--- config.mk ---
export PLATFORM = sky130hd
export DESIGN_NAME = memory_read_arbiter
export DESIGN_NICKNAME = d
export VERILOG_FILES = /design/src/rtl/memory_read_arbiter.sv
export SDC_FILE = /design/constraint.sdc
export NUM_CORES = 1
export LEC_CHECK = 0
export ABC_CLOCK_PERIOD_IN_PS = 3900
export BUFFER_PORTS_ARGS = -buffer_cell sky130_fd_sc_hd__buf_4
export CORE_ASPECT_RATIO = 1.4
export CORE_MARGIN = 2
export CORE_UTILIZATION = 61
export DETAILED_ROUTE_END_ITERATION = 8
export PLACE_DENSITY_LB_ADDON = 0.08
export SYNTH_ARGS = -nofsm -noshare
export SYNTH_HDL_FRONTEND = slang
export SYNTH_HIERARCHICAL = 1
export SYNTH_SLANG_ARGS = --single-unit
--- constraint.sdc ---
create_clock -name i_clock -period 3.9 [get_ports i_clock]
set_clock_uncertainty 0.1 [all_clocks]
set_input_delay 0.195 -clock i_clock [delete_from_list [all_inputs] [get_ports i_clock]]
set_output_delay 0.195 -clock i_clock [all_outputs]
set_load 0.005 [all_outputs]
--- src/rtl/memory_read_arbiter.sv ---
// N-to-1 arbiter for the memory read handshake: per-channel request capture,
// round-robin grant with cont-chain locking, one downstream request in flight.

module mra_chan #(
  parameter int ADDR_WIDTH = 32,
  parameter int LEN_WIDTH  = 16
) (
  input  logic                  i_clock,
  input  logic                  i_reset,
  input  logic                  i_start,
  input  logic [ADDR_WIDTH-1:0] i_addr,
  input  logic [LEN_WIDTH-1:0]  i_len,
  input  logic                  i_cont,
  input  logic                  i_grant,
  input  logic                  i_done,
  output logic                  o_busy,
  output logic                  o_pend,
  output logic [ADDR_WIDTH-1:0] o_addr,
  output logic [LEN_WIDTH-1:0]  o_len,
  output logic                  o_cont
);
  logic                  r_busy, r_pend, r_cont;
  logic [ADDR_WIDTH-1:0] r_addr;
  logic [LEN_WIDTH-1:0]  r_len;

  // busy covers both pending and in-flight; starts while busy are dropped
  always_ff @(posedge i_clock) begin
    if (i_reset) begin
      r_busy <= 1'b0;
      r_pend <= 1'b0;
      r_cont <= 1'b0;
      r_addr <= '0;
      r_len  <= '0;
    end else if (i_start && !r_busy) begin
      r_busy <= 1'b1;
      r_pend <= 1'b1;
      r_addr <= i_addr;
      r_len  <= i_len;
      r_cont <= i_cont;
    end else begin
      if (i_grant) r_pend <= 1'b0;
      if (i_done)  r_busy <= 1'b0;
    end
  end

  assign o_busy = r_busy;
  assign o_pend = r_pend;
  assign o_addr = r_addr;
  assign o_len  = r_len;
  assign o_cont = r_cont;
endmodule

module memory_read_arbiter #(
  parameter int NUM_CHANNELS = 4,
  parameter int ADDR_WIDTH   = 32,
  parameter int LEN_WIDTH    = 16,
  parameter int LOCK_TIMEOUT = 16,
  localparam int GW = (NUM_CHANNELS > 1) ? $clog2(NUM_CHANNELS) : 1
) (
  input  logic                               i_clock,
  input  logic                               i_reset,
  input  logic [NUM_CHANNELS*ADDR_WIDTH-1:0] i_ch_addr,
  input  logic [NUM_CHANNELS*LEN_WIDTH-1:0]  i_ch_len,
  input  logic [NUM_CHANNELS-1:0]            i_ch_start,
  input  logic [NUM_CHANNELS-1:0]            i_ch_cont,
  output logic [NUM_CHANNELS-1:0]            o_ch_busy,
  output logic [NUM_CHANNELS-1:0]            o_ch_done,
  output logic [NUM_CHANNELS-1:0]            o_ch_error,
  output logic [ADDR_WIDTH-1:0]              o_m_addr,
  output logic [LEN_WIDTH-1:0]               o_m_len,
  output logic                               o_m_start,
  output logic                               o_m_cont,
  input  logic                               i_m_busy,
  input  logic                               i_m_done,
  input  logic                               i_m_error,
  output logic [GW-1:0]                      o_grant_id
);
  localparam logic [1:0] S_IDLE  = 2'd0;
  localparam logic [1:0] S_ISSUE = 2'd1;
  localparam logic [1:0] S_WAIT  = 2'd2;

  logic [1:0]                                r_state;
  logic [GW-1:0]                             r_gid, r_rr_ptr, r_lock_ch;
  logic [ADDR_WIDTH-1:0]                     r_m_addr;
  logic [LEN_WIDTH-1:0]                      r_m_len;
  logic                                      r_m_cont, r_lock;
  logic [7:0]                                r_lock_cnt;
  logic [NUM_CHANNELS-1:0]                   r_done, r_err;

  logic [NUM_CHANNELS-1:0]                   w_busy, w_pend, w_cont, w_grant, w_done;
  logic [NUM_CHANNELS-1:0][ADDR_WIDTH-1:0]   w_addr;
  logic [NUM_CHANNELS-1:0][LEN_WIDTH-1:0]    w_len;
  logic                                      w_rr_hit, w_lock_pend, w_lock_blk, w_arb;
  logic [GW-1:0]                             w_rr_idx, w_sel;
  logic [GW:0]                               w_j;

  for (genvar g = 0; g < NUM_CHANNELS; g++) begin : g_ch
    assign w_grant[g] = w_arb && (w_sel == GW'(g));
    assign w_done[g]  = (r_state == S_WAIT) && i_m_done && (r_gid == GW'(g));
    mra_chan #(.ADDR_WIDTH(ADDR_WIDTH), .LEN_WIDTH(LEN_WIDTH)) u_chan (
      .i_clock (i_clock),
      .i_reset (i_reset),
      .i_start (i_ch_start[g]),
      .i_addr  (i_ch_addr[g*ADDR_WIDTH +: ADDR_WIDTH]),
      .i_len   (i_ch_len[g*LEN_WIDTH +: LEN_WIDTH]),
      .i_cont  (i_ch_cont[g]),
      .i_grant (w_grant[g]),
      .i_done  (w_done[g]),
      .o_busy  (w_busy[g]),
      .o_pend  (w_pend[g]),
      .o_addr  (w_addr[g]),
      .o_len   (w_len[g]),
      .o_cont  (w_cont[g])
    );
  end

  // first pending channel at or above rr_ptr; walking down lets the nearest win
  always_comb begin
    w_rr_hit = 1'b0;
    w_rr_idx = '0;
    w_j      = '0;
    for (int k = NUM_CHANNELS - 1; k >= 0; k--) begin
      w_j = {1'b0, r_rr_ptr} + (GW+1)'(k);
      if (w_j >= (GW+1)'(NUM_CHANNELS)) w_j = w_j - (GW+1)'(NUM_CHANNELS);
      if (w_pend[w_j[GW-1:0]]) begin
        w_rr_hit = 1'b1;
        w_rr_idx = w_j[GW-1:0];
      end
    end
  end

  // an idle lock holds off everyone else until its channel returns or it times out
  assign w_lock_pend = r_lock && w_pend[r_lock_ch];
  assign w_lock_blk  = r_lock && !w_pend[r_lock_ch];
  assign w_sel       = w_lock_pend ? r_lock_ch : w_rr_idx;
  assign w_arb       = (r_state == S_IDLE) && !i_m_busy && w_rr_hit && !w_lock_blk;

  always_ff @(posedge i_clock) begin
    if (i_reset) begin
      r_state    <= S_IDLE;
      r_gid      <= '0;
      r_rr_ptr   <= '0;
      r_m_addr   <= '0;
      r_m_len    <= '0;
      r_m_cont   <= 1'b0;
      r_lock     <= 1'b0;
      r_lock_ch  <= '0;
      r_lock_cnt <= '0;
      r_done     <= '0;
      r_err      <= '0;
    end else begin
      r_done <= '0;
      r_err  <= '0;
      case (r_state)
        S_IDLE: begin
          if (w_lock_blk) begin
            if (r_lock_cnt == 8'(LOCK_TIMEOUT - 1)) r_lock <= 1'b0;
            else                                    r_lock_cnt <= r_lock_cnt + 8'd1;
          end
          if (w_arb) begin
            r_gid    <= w_sel;
            r_m_addr <= w_addr[w_sel];
            r_m_len  <= w_len[w_sel];
            r_m_cont <= w_cont[w_sel];
            r_state  <= S_ISSUE;
          end
        end
        S_ISSUE: begin
          r_rr_ptr <= (r_gid == GW'(NUM_CHANNELS - 1)) ? '0 : r_gid + 1'b1;
          r_state  <= S_WAIT;
        end
        S_WAIT: begin
          if (i_m_done) begin
            r_done[r_gid] <= 1'b1;
            r_err[r_gid]  <= i_m_error;
            r_lock        <= r_m_cont;
            r_lock_ch     <= r_gid;
            r_lock_cnt    <= '0;
            r_state       <= S_IDLE;
          end
        end
        default: r_state <= S_IDLE;
      endcase
    end
  end

  assign o_ch_busy  = w_busy;
  assign o_ch_done  = r_done;
  assign o_ch_error = r_err;
  assign o_m_addr   = r_m_addr;
  assign o_m_len    = r_m_len;
  assign o_m_cont   = r_m_cont;
  assign o_m_start  = (r_state == S_ISSUE);
  assign o_grant_id = r_gid;
endmodule

==> impl.org, run 1 <==
** Outcome
- Run status :: finished, final reports clean

** Routing
- DRC :: 0
- The first routing iteration left approximately 1400 violations.
- The detail route stage leaves a number of antenna-violating nets equal to 0.
- After detailed routing, the total wire length is between 50000 and 60000 um.
- Across all layers, the routed design uses 14395 vias.
- Using the TritonRoute via totals, the vias-per-cell ratio works out to 6.369.
- The first detailed-routing pass ran for 5 iterations.
- Dividing the detail-routed wire length by the instance count gives 22.95 um.

** Floorplanning
- Placement Rows :: 66
- For this configuration, the core starts out at a cell density of approximately 62%.
- The floorplan step set the die width to 134.5 um.
- For this design the top-level I/O count stands at about 270.
- Vert. Die Dim :: 186.6 um
- The floorplan step defined a die boundary enclosing ~25000 um^2.
- Core area :: approximately 23000 um^2

** Critical path
- STA classifies the critical path startpoint as a flip-flop.
- Critical Setup Path Class :: flip-flop to flip-flop
- Worst EP required :: about 4200 ps
- In this run the worst path has a maximum fanout of 99.
- Type of element capturing the critical path :: flip-flop
- Crit path arrival time :: 3410 ps

** Synthesis
- Netlist area before placement :: 14540 um^2
- The share of synthesized area in the top cell type comes to 38.29%.
- After synthesis, the share of flip-flops with an asynchronous set or reset is 0%.
- Yosys warning count :: 6
- Commonest cells in the netlist :: sky130_fd_sc_hd__dfxtp_1, sky130_fd_sc_hd__nand2b_1, sky130_fd_sc_hd__nand4bb_1
- By area the synthesized netlist is led by sky130_fd_sc_hd__dfxtp_1, sky130_fd_sc_hd__nand4bb_1, sky130_fd_sc_hd__nand2b_1.
- The biggest area contributor in the post-synthesis netlist is sky130_fd_sc_hd__dfxtp_1.
- Proportion of synthesized chip area in sequential cells :: around two fifths
- Number of distinct library cells after synthesis :: 54
- Synth Net Count :: 1798
- Mapped Avg Cell Area :: between 9 and 10 um^2
- Post-synthesis register bit count :: around 280
- The cell count after synthesis came out at approximately 1600.
- Among all flip-flop cells after synthesis, the most frequent one is sky130_fd_sc_hd__dfxtp_1.
- Count of flip-flops with a built-in enable after synthesis :: 0
- The most common cell in the synthesized netlist is sky130_fd_sc_hd__dfxtp_1.

** Power
- Pwr dens :: between 300 and 400 nW/um^2
- Combinational cells account for 21.0% of the total power.
- Net switching power of the design :: approximately 0.0022 W
- Static Leakage :: between 7 and 8 nW
- Cell internal power was estimated by the tool at between 0.005 and 0.006 W.
- Across the VDD grid, the largest voltage drop is roughly 0.4 mV.
- In this run, the clock network consumes a little under two fifths of the power.
- The share of total power dissipated in sequential elements is 40.9%.
- Net switching is between 20% and 30% of the power.

** Timing
- For the pin with the worst max-slew slack, the measured transition is ~1300 ps.
- For this run, the top clock speed supported by timing is 322.6 MHz.
- In the post-route analysis, the smallest setup slack over all paths is around 800 ps.
- Total count of max-transition violations in the final report :: 0
- The smallest clock period supported by the final layout is computed as between 3000 and 4000 ps.
- TNS Setup :: 0 ps
- Of the available clock period, the critical path in the final layout requires around four fifths.
- Final-report setup violation count :: 0
- Setup repair after global routing left no endpoint under its margin.
- The final number of hold-violating endpoints came to 0.
- In this run the tightest slew margin relative to its limit is 15.66%.

** Cells and area
- For this run, the post-layout net count is 2144.
- Share of final-layout standard cells stronger than drive strength 1 :: between 20% and 30%
- The layout has approximately 1300 filler cells.
- Synthesis-to-finish area growth :: 33.58%
- 0 antenna diodes ended up in the layout.

** GRT
- Number of global-route vias before repair :: roughly 14000
- Met1 layer usage reported by global route :: 44.26%
- Global routing used 39.88% of the available tracks.
- Initial antenna violation count :: 0
- For this run, global-route usage on met3 was measured as between 5 and 6%.
- GR Layer Usage met2 :: 70.33%
- GRT busiest layer :: met2
- The first global-routing pass estimated ~79000 um of wire.
- After global routing the overflow that remains totals 0.
- Pin count of the biggest net entering global routing :: slightly above 200

** CTS
- In this run the number of H-tree levels came out at 1.
- Number of clock buffers inserted by TritonCTS :: 28
- The root buffer cell chosen for the clock tree is sky130_fd_sc_hd__clkbuf_16.
- No sink is reached through more buffers than the 3 on the longest clock path.
- The clock net in this run drives a total of ~280 sinks.
- Post CTS Setup Buffer Count :: 0
- At the later pin of the worst-skew pair, clock insertion delay measures 540 ps.
- Clock transition at the register clock pins on the worst setup and hold paths after CTS :: 70 ps
- TritonCTS built the clock tree.

** Placement
- OpenSTA, run right after detailed placement, puts the worst setup slack at 926.3 ps.
- During placement, the flow inserted port buffers numbering 268.
- At the end of routability-driven placement, the weighted congestion stood at around 0.9.
- Detailed placement ended at an HPWL of 29550 um.

** Hold path
- The worst hold path belongs to the class input pin to flip-flop.

** Flow run
- Across the run, the number of max-cap violations was 0.
## stage by stage
step	power [W]	utilization [%]	std cells	hold WS (ps)	cell area, um^2
5_1_grt	0.007911	83.38	2260	113.1	19420
6_report	0.007699	83.38	2260	92.15	19420
3_5_place_dp	0.004597	70.56	2011	346.5	16430
3_3_place_gp	0.004580	70.56	2011	338.2	16430
2_1_floorplan	0.004045	-	1588	264.3	14540
4_1_cts	0.007618	83.38	2260	53.68	19420
## critical path, cell delays in order, from the launching register on
cell,delay [ps]
sky130_fd_sc_hd__dfxtp_1,450
sky130_fd_sc_hd__a21boi_0,350
sky130_fd_sc_hd__a2bb2oi_4,180
sky130_fd_sc_hd__buf_4,860
sky130_fd_sc_hd__a211oi_1,220
sky130_fd_sc_hd__a2111oi_0,510
sky130_fd_sc_hd__buf_4,190
sky130_fd_sc_hd__o31ai_1,70
## worst paths after layout
check / from / to / slack (ps) / depth (start not counted)
worst max-delay path: g_ch[1].u_chan/o_pend$_SDFFE_PP0P_ / o_m_addr[30]$_SDFFE_PP0P_ / 800 / 7
worst min-delay path: i_ch_start[2] / g_ch[2].u_chan/o_addr[16]$_SDFFE_PP0P_ / 90 / 3
worst min register to register: o_m_addr[24]$_SDFFE_PP0P_ / o_m_addr[24]$_SDFFE_PP0P_ / 360 / 2
worst max register to register: g_ch[1].u_chan/o_pend$_SDFFE_PP0P_ / o_m_addr[30]$_SDFFE_PP0P_ / 800 / 7
## metal layers
metal | up-vias | part of all wire [%]
met2 | 799 | 51
met5 | - | 0
li1 | 6511 | -
met1 | 6857 | 35
met4 | 0 | 7.6
met3 | 228 | 6.5
## power groups by stage
stage	clock network, W	logic (W)	registers, W
6_report	0.00293	0.00162	0.00315
5_1_grt	0.00304	0.00171	0.00316
4_1_cts	0.00292	0.00156	0.00314
3_5_place_dp	0	0.00140	0.00320
3_3_place_gp	0	0.00138	0.00320
2_1_floorplan	0	0.000884	0.00316
## cells by family (layout without fill, tap and decap cells)
logic type / Yosys count / count (layout) / share of synthesized area, %
DFF: 278 / 278 / 38.29
buffers and inverters: 296 / 662 / 8.539
and+or+nand+nor: 517 / 517 / 27.69
xor gates and xnor gates: 3 / 3 / 0.1808
adders and majority gates: 5 / 5 / 0.4304
AOI/OAI and AO/OA: 480 / 480 / 24.15
muxes: 9 / 9 / 0.7231
## flip-flops by register name (all words and copies together) (netlist names)
signal / count
r_lock_cnt: 8
g_ch.u_chan/o_cont: 4
o_ch_error: 4
o_m_addr: 32
r_rr_ptr: 2
g_ch.u_chan/o_pend: 4
r_state: 2
g_ch.u_chan/o_busy: 4
o_m_len: 16
g_ch.u_chan/o_len: 64
o_m_cont: 1
r_lock_ch: 2
r_lock: 1
g_ch.u_chan/o_addr: 128
o_ch_done: 4
o_grant_id: 2
## final cells by class
class | count | area [um^2] | area share [%]
multi-input cells | 1014 | 7776 | 40.05
flip-flops and latches | 278 | 5565 | 28.66
repair buffers | 499 | 4275 | 22.02
clock buffers | 40 | 805.8 | 4.150
inverters | 113 | 424.2 | 2.185
well taps | 306 | 382.9 | 1.972
clock inverters | 10 | 186.4 | 0.9602
## what timing repair did
action / in CTS / in global routing
hold endpoints to repair: 202 / 0
hold buffers: 199 / 0
resized for setup: 0 / 0
## cells in the final DEF (no fill, tap or decap), types with 38 or more instances in the layout
master | synthesis | final
sky130_fd_sc_hd__a221oi_1 | 49 | 49
sky130_fd_sc_hd__nand2_1 | 65 | 65
sky130_fd_sc_hd__nand4bb_1 | 196 | 196
sky130_fd_sc_hd__o21ai_1 | 176 | 176
sky130_fd_sc_hd__o31ai_1 | 52 | 52
sky130_fd_sc_hd__dfxtp_1 | 278 | 278
sky130_fd_sc_hd__nand2b_1 | 197 | 197
sky130_fd_sc_hd__dlygate4sd3_1 | 0 | 199
sky130_fd_sc_hd__buf_4 | 9 | 297
sky130_fd_sc_hd__inv_1 | 112 | 112
sky130_fd_sc_hd__a211oi_1 | 99 | 99
sky130_fd_sc_hd__a2111oi_2 | 38 | 38
Power figures use the tool's default switching activity.
==> run 2, diff against run 1 <==
- ABC_CLOCK_PERIOD_IN_PS: 3900 -> 2700
- CORE_UTILIZATION: 61 -> 51
- clock period: 3.9 -> 2.7 ns (I/O delays scaled with it)
==> impl.org, run 2 (synthesis gave the netlist of run 1 again) <==
** CTS
- Num Clock Sinks :: 278 (unchanged)
- The maximum level of the CTS H-tree was 1 (unchanged).
- The TritonCTS buffer count is 28 (unchanged).
- The CTS tree is yes (unchanged).
- Clock transition at the register clock pins on the worst setup and hold paths after CTS :: 60 ps (was 70 ps)
- The number of buffers added for setup after CTS is 0 (unchanged).
- CTS Buffer Depth :: 3 (unchanged)
- # resized after CTS :: 0 (unchanged)
- The root buffer selected by CTS is sky130_fd_sc_hd__clkbuf_16 (unchanged).
- The hold buffer count at cts was 222 (was 199).
- Clk Latency, worst-skew pair :: 550 ps (was 540 ps)

** Timing
- The worst-case headroom to the max-slew limit was 48.17% (was 15.66%).
- Final worst path period need :: 2490 ps (was 3100 ps)
- Total count of max-transition violations in the final report :: 0 (unchanged)
- TNS Setup :: 0 ps (unchanged)
- The final critical-path share of the clock period was 92.24% (was 79.48%).
- Post-layout worst setup margin :: 209.5 ps (was 800.4 ps)
- The final number of hold-violating endpoints was 0 (unchanged).
- Max frequency :: 401.5 MHz (was 322.6 MHz)
- The measured slew at the worst slew-check pin came to 776.4 ps (was 1262 ps).
- RSZ-0062 raised after global routing :: no (unchanged)
- Final-report setup violation count :: 0 (unchanged)

** Power
- The share of total power in the clock network was 37.5% (was 38.0%).
- The fraction of power spent switching nets was 28.28% (was 28.63%).
- Net switching power of the design :: 0.003175 W (was 0.002204 W)
- Fraction of power consumed by combinational cells :: 21.9% (was 21.0%)
- Sequential share of power :: 40.6% (was 40.9%)
- The internal power consumption came to 0.008052 W (was 0.005494 W).
- The static leakage was 7.333 nW (was 7.010 nW).
- Pwr dens :: 558.7 nW/um^2 (was 396.5 nW/um^2)
- The maximum vdd drop is 0.4634 mV (was 0.3998 mV).

** Flow run
- The max-capacitance violation count came to 0 (unchanged).

** Hold path
- HP Class :: input pin to flip-flop (unchanged)
- The cell count of the worst hold path is 3 (unchanged).

** Critical path
- Type of element capturing the critical path :: flip-flop (unchanged)
- The endpoint of the most critical register-to-register path is o_m_addr[31]$_SDFFE_PP0P_ (was o_m_addr[30]$_SDFFE_PP0P_).
- Cell-by-cell trace of the critical path: mux2i_1 -> o32a_2 -> a21o_4 -> buf_4 -> a2111oi_2 -> o31ai_1 (was a21boi_0 -> a2bb2oi_4 -> buf_4 -> a211oi_1 -> a2111oi_0 -> buf_4 -> o31ai_1).
- The critical-path maximum fanout was 16 (was 99).
- Number of cells traversed by the worst register-to-register path :: 6 (was 7)
- The category of the worst setup path launch point is a flip-flop (unchanged).
- The data arrival time of the critical path came to 2810 ps (was 3410 ps).
- Largest stage delay on the critical path :: 560 ps (was 860 ps)
- Critical Setup Path Class :: flip-flop to flip-flop (unchanged)
- The start of the worst register-to-register path is r_lock_ch[1]$_SDFFE_PP0P_ (was g_ch[1].u_chan/o_pend$_SDFFE_PP0P_).
- Slowest library cell on the worst path :: sky130_fd_sc_hd__a2111oi_2 (was sky130_fd_sc_hd__buf_4)
- The critical path startpoint is r_lock_ch[1]$_SDFFE_PP0P_ (was g_ch[1].u_chan/o_pend$_SDFFE_PP0P_).
- The worst-case register-to-register setup slack was 210 ps (was 800 ps).
- The worst setup path endpoint is o_m_addr[31]$_SDFFE_PP0P_ (was o_m_addr[30]$_SDFFE_PP0P_).
- Worst EP required :: 3020 ps (was 4210 ps)

** Routing
- The number of vias per cell is 5.875 (was 6.369).
- The iteration-0 DRC count of the detailed router was 993 (was 1394).
- DRT Pass-1 Iters :: 5 (unchanged)
- The DRC violation count after routing came to 0 (unchanged).
- Routed WL per cell :: 20.74 um (was 22.95 um)
- Number of antenna-violating nets in the routed design :: 0 (unchanged)
- Via count :: 13989 (was 14395)
- WL final :: 49380 um (was 51880 um)

** Placement
- Sum of net half-perimeters after detailed placement :: 30560 um (was 29550 um)
- The weighted congestion reported at the end of routability-driven placement was 0.8372 (was 0.9018).
- Area of placed instances :: 16870 um^2 (was 16430 um^2)
- The count of port buffers added during placement came to 268 (unchanged).
- The total instance count after detailed placement came to 2107 (was 2011).
- The worst setup slack before clock tree synthesis came to 238.1 ps (was 926.3 ps).

** GRT
- Global-route wire length before repair :: 75990 um (was 79430 um)
- The global-route usage over all layers came to 31.83% (was 39.88%).
- The maximum number of pins on one net before global-route repair is 130 (was 202).
- Remaining global-route overflow :: 0 (unchanged)
- The number of global-route vias before repair was 14074 (was 14468).
- The number of antenna violations at the first check in global routing is 0 (unchanged).

** Cells and area
- Highest-count cells in the layout ignoring fill and taps: sky130_fd_sc_hd__buf_4, sky130_fd_sc_hd__dfxtp_1, sky130_fd_sc_hd__dlygate4sd3_1 (unchanged).
- Leading cell type in the layout, fill and taps excluded :: sky130_fd_sc_hd__buf_4 (unchanged)
- The net count of the finished layout is 2194 (was 2144).
- The final standard cell area without fillers was 20100 um^2 (was 19420 um^2).
- Diode count :: 0 (unchanged)
- The final standard cell count with taps included and fillers excluded was 2381 (was 2260).
- The fraction of layout cells with a size suffix above 1 was 22.13% (was 21.03%).
- Synthesis-to-finish area growth :: 38.26% (was 33.58%)
- Utilization of the core after routing :: 71.21% (was 83.38%)
- Flip-flop count of the largest register, all copies and words added :: 128 (unchanged)

** Floorplanning
- Die width :: 146.7 um (was 134.5 um)
- Core area :: 28220 um^2 (was 23290 um^2)
- The total I/O pin count came to 269 (unchanged).
- Area of the die :: 29890 um^2 (was 25100 um^2)
- Vert. Die Dim :: 203.8 um (was 186.6 um)
- The initial core utilization was 51.50% (was 62.42%).
- The number of placement rows was 73 (was 66).

** Outcome
- Run status :: finished, final reports clean (unchanged)
-- run 2: worst min path at each step --
| stage | startpoint | to |
|---|---|---|
| 6_report | i_ch_start[2] | g_ch[2].u_chan/o_addr[29]$_SDFFE_PP0P_ |
| 5_1_grt | i_ch_start[2] | g_ch[2].u_chan/o_addr[30]$_SDFFE_PP0P_ |
| 4_1_cts | i_ch_start[2] | g_ch[2].u_chan/o_addr[7]$_SDFFE_PP0P_ |
| 3_5_place_dp | i_ch_addr[51] | g_ch[1].u_chan/o_addr[19]$_SDFFE_PP0P_ |
| 3_3_place_gp | i_ch_addr[86] | g_ch[2].u_chan/o_addr[22]$_SDFFE_PP0P_ |
| 2_1_floorplan | i_ch_addr[24] | g_ch[0].u_chan/o_addr[24]$_SDFFE_PP0P_ |
-- run 2: layout make-up --
type,instances,area [um^2]
fill,2179,8127
multi-input combinational,1014,7776
sequential,278,5565
timing repair buffer,549,4858
clock buffer,41,870.8
tap,375,469.2
inverter,113,424.2
clock inverter,11,132.6
-- run 2: routing by layer --
layer	vias to the layer above	track usage [%]	wire length (um)
met5	-	0	0
met1	6733	36.21	18760
met4	0	17.44	2931
met3	153	3.490	2269
li1	6631	-	-
met2	472	58.00	25430
-- run 2: through the flow --
| step | hold slack (ps) | total power (W) |
|---|---|---|
| CTS | 1.134 | 0.01123 |
| detailed placement | 302.4 | 0.006802 |
| finish | 26.83 | 0.01123 |
| floorplan | 204.3 | 0.005843 |
| global placement | 298.9 | 0.006774 |
| global route | 44.57 | 0.01162 |
-- run 2: critical path: cells and delay by family, from the launching register on --
kind            cells  cell delay, ps
flops               1             530
buf+inv             1             240
compound gates      4            1360
mux                 1             130
-- run 2: power groups by stage --
stage,clock (W),combinational (W),sequential (W)
2_1_floorplan,0,0.00128,0.00457
3_3_place_gp,0,0.00214,0.00463
3_5_place_dp,0,0.00217,0.00464
4_1_cts,0.00425,0.00243,0.00455
5_1_grt,0.00442,0.00263,0.00458
6_report,0.00421,0.00246,0.00456
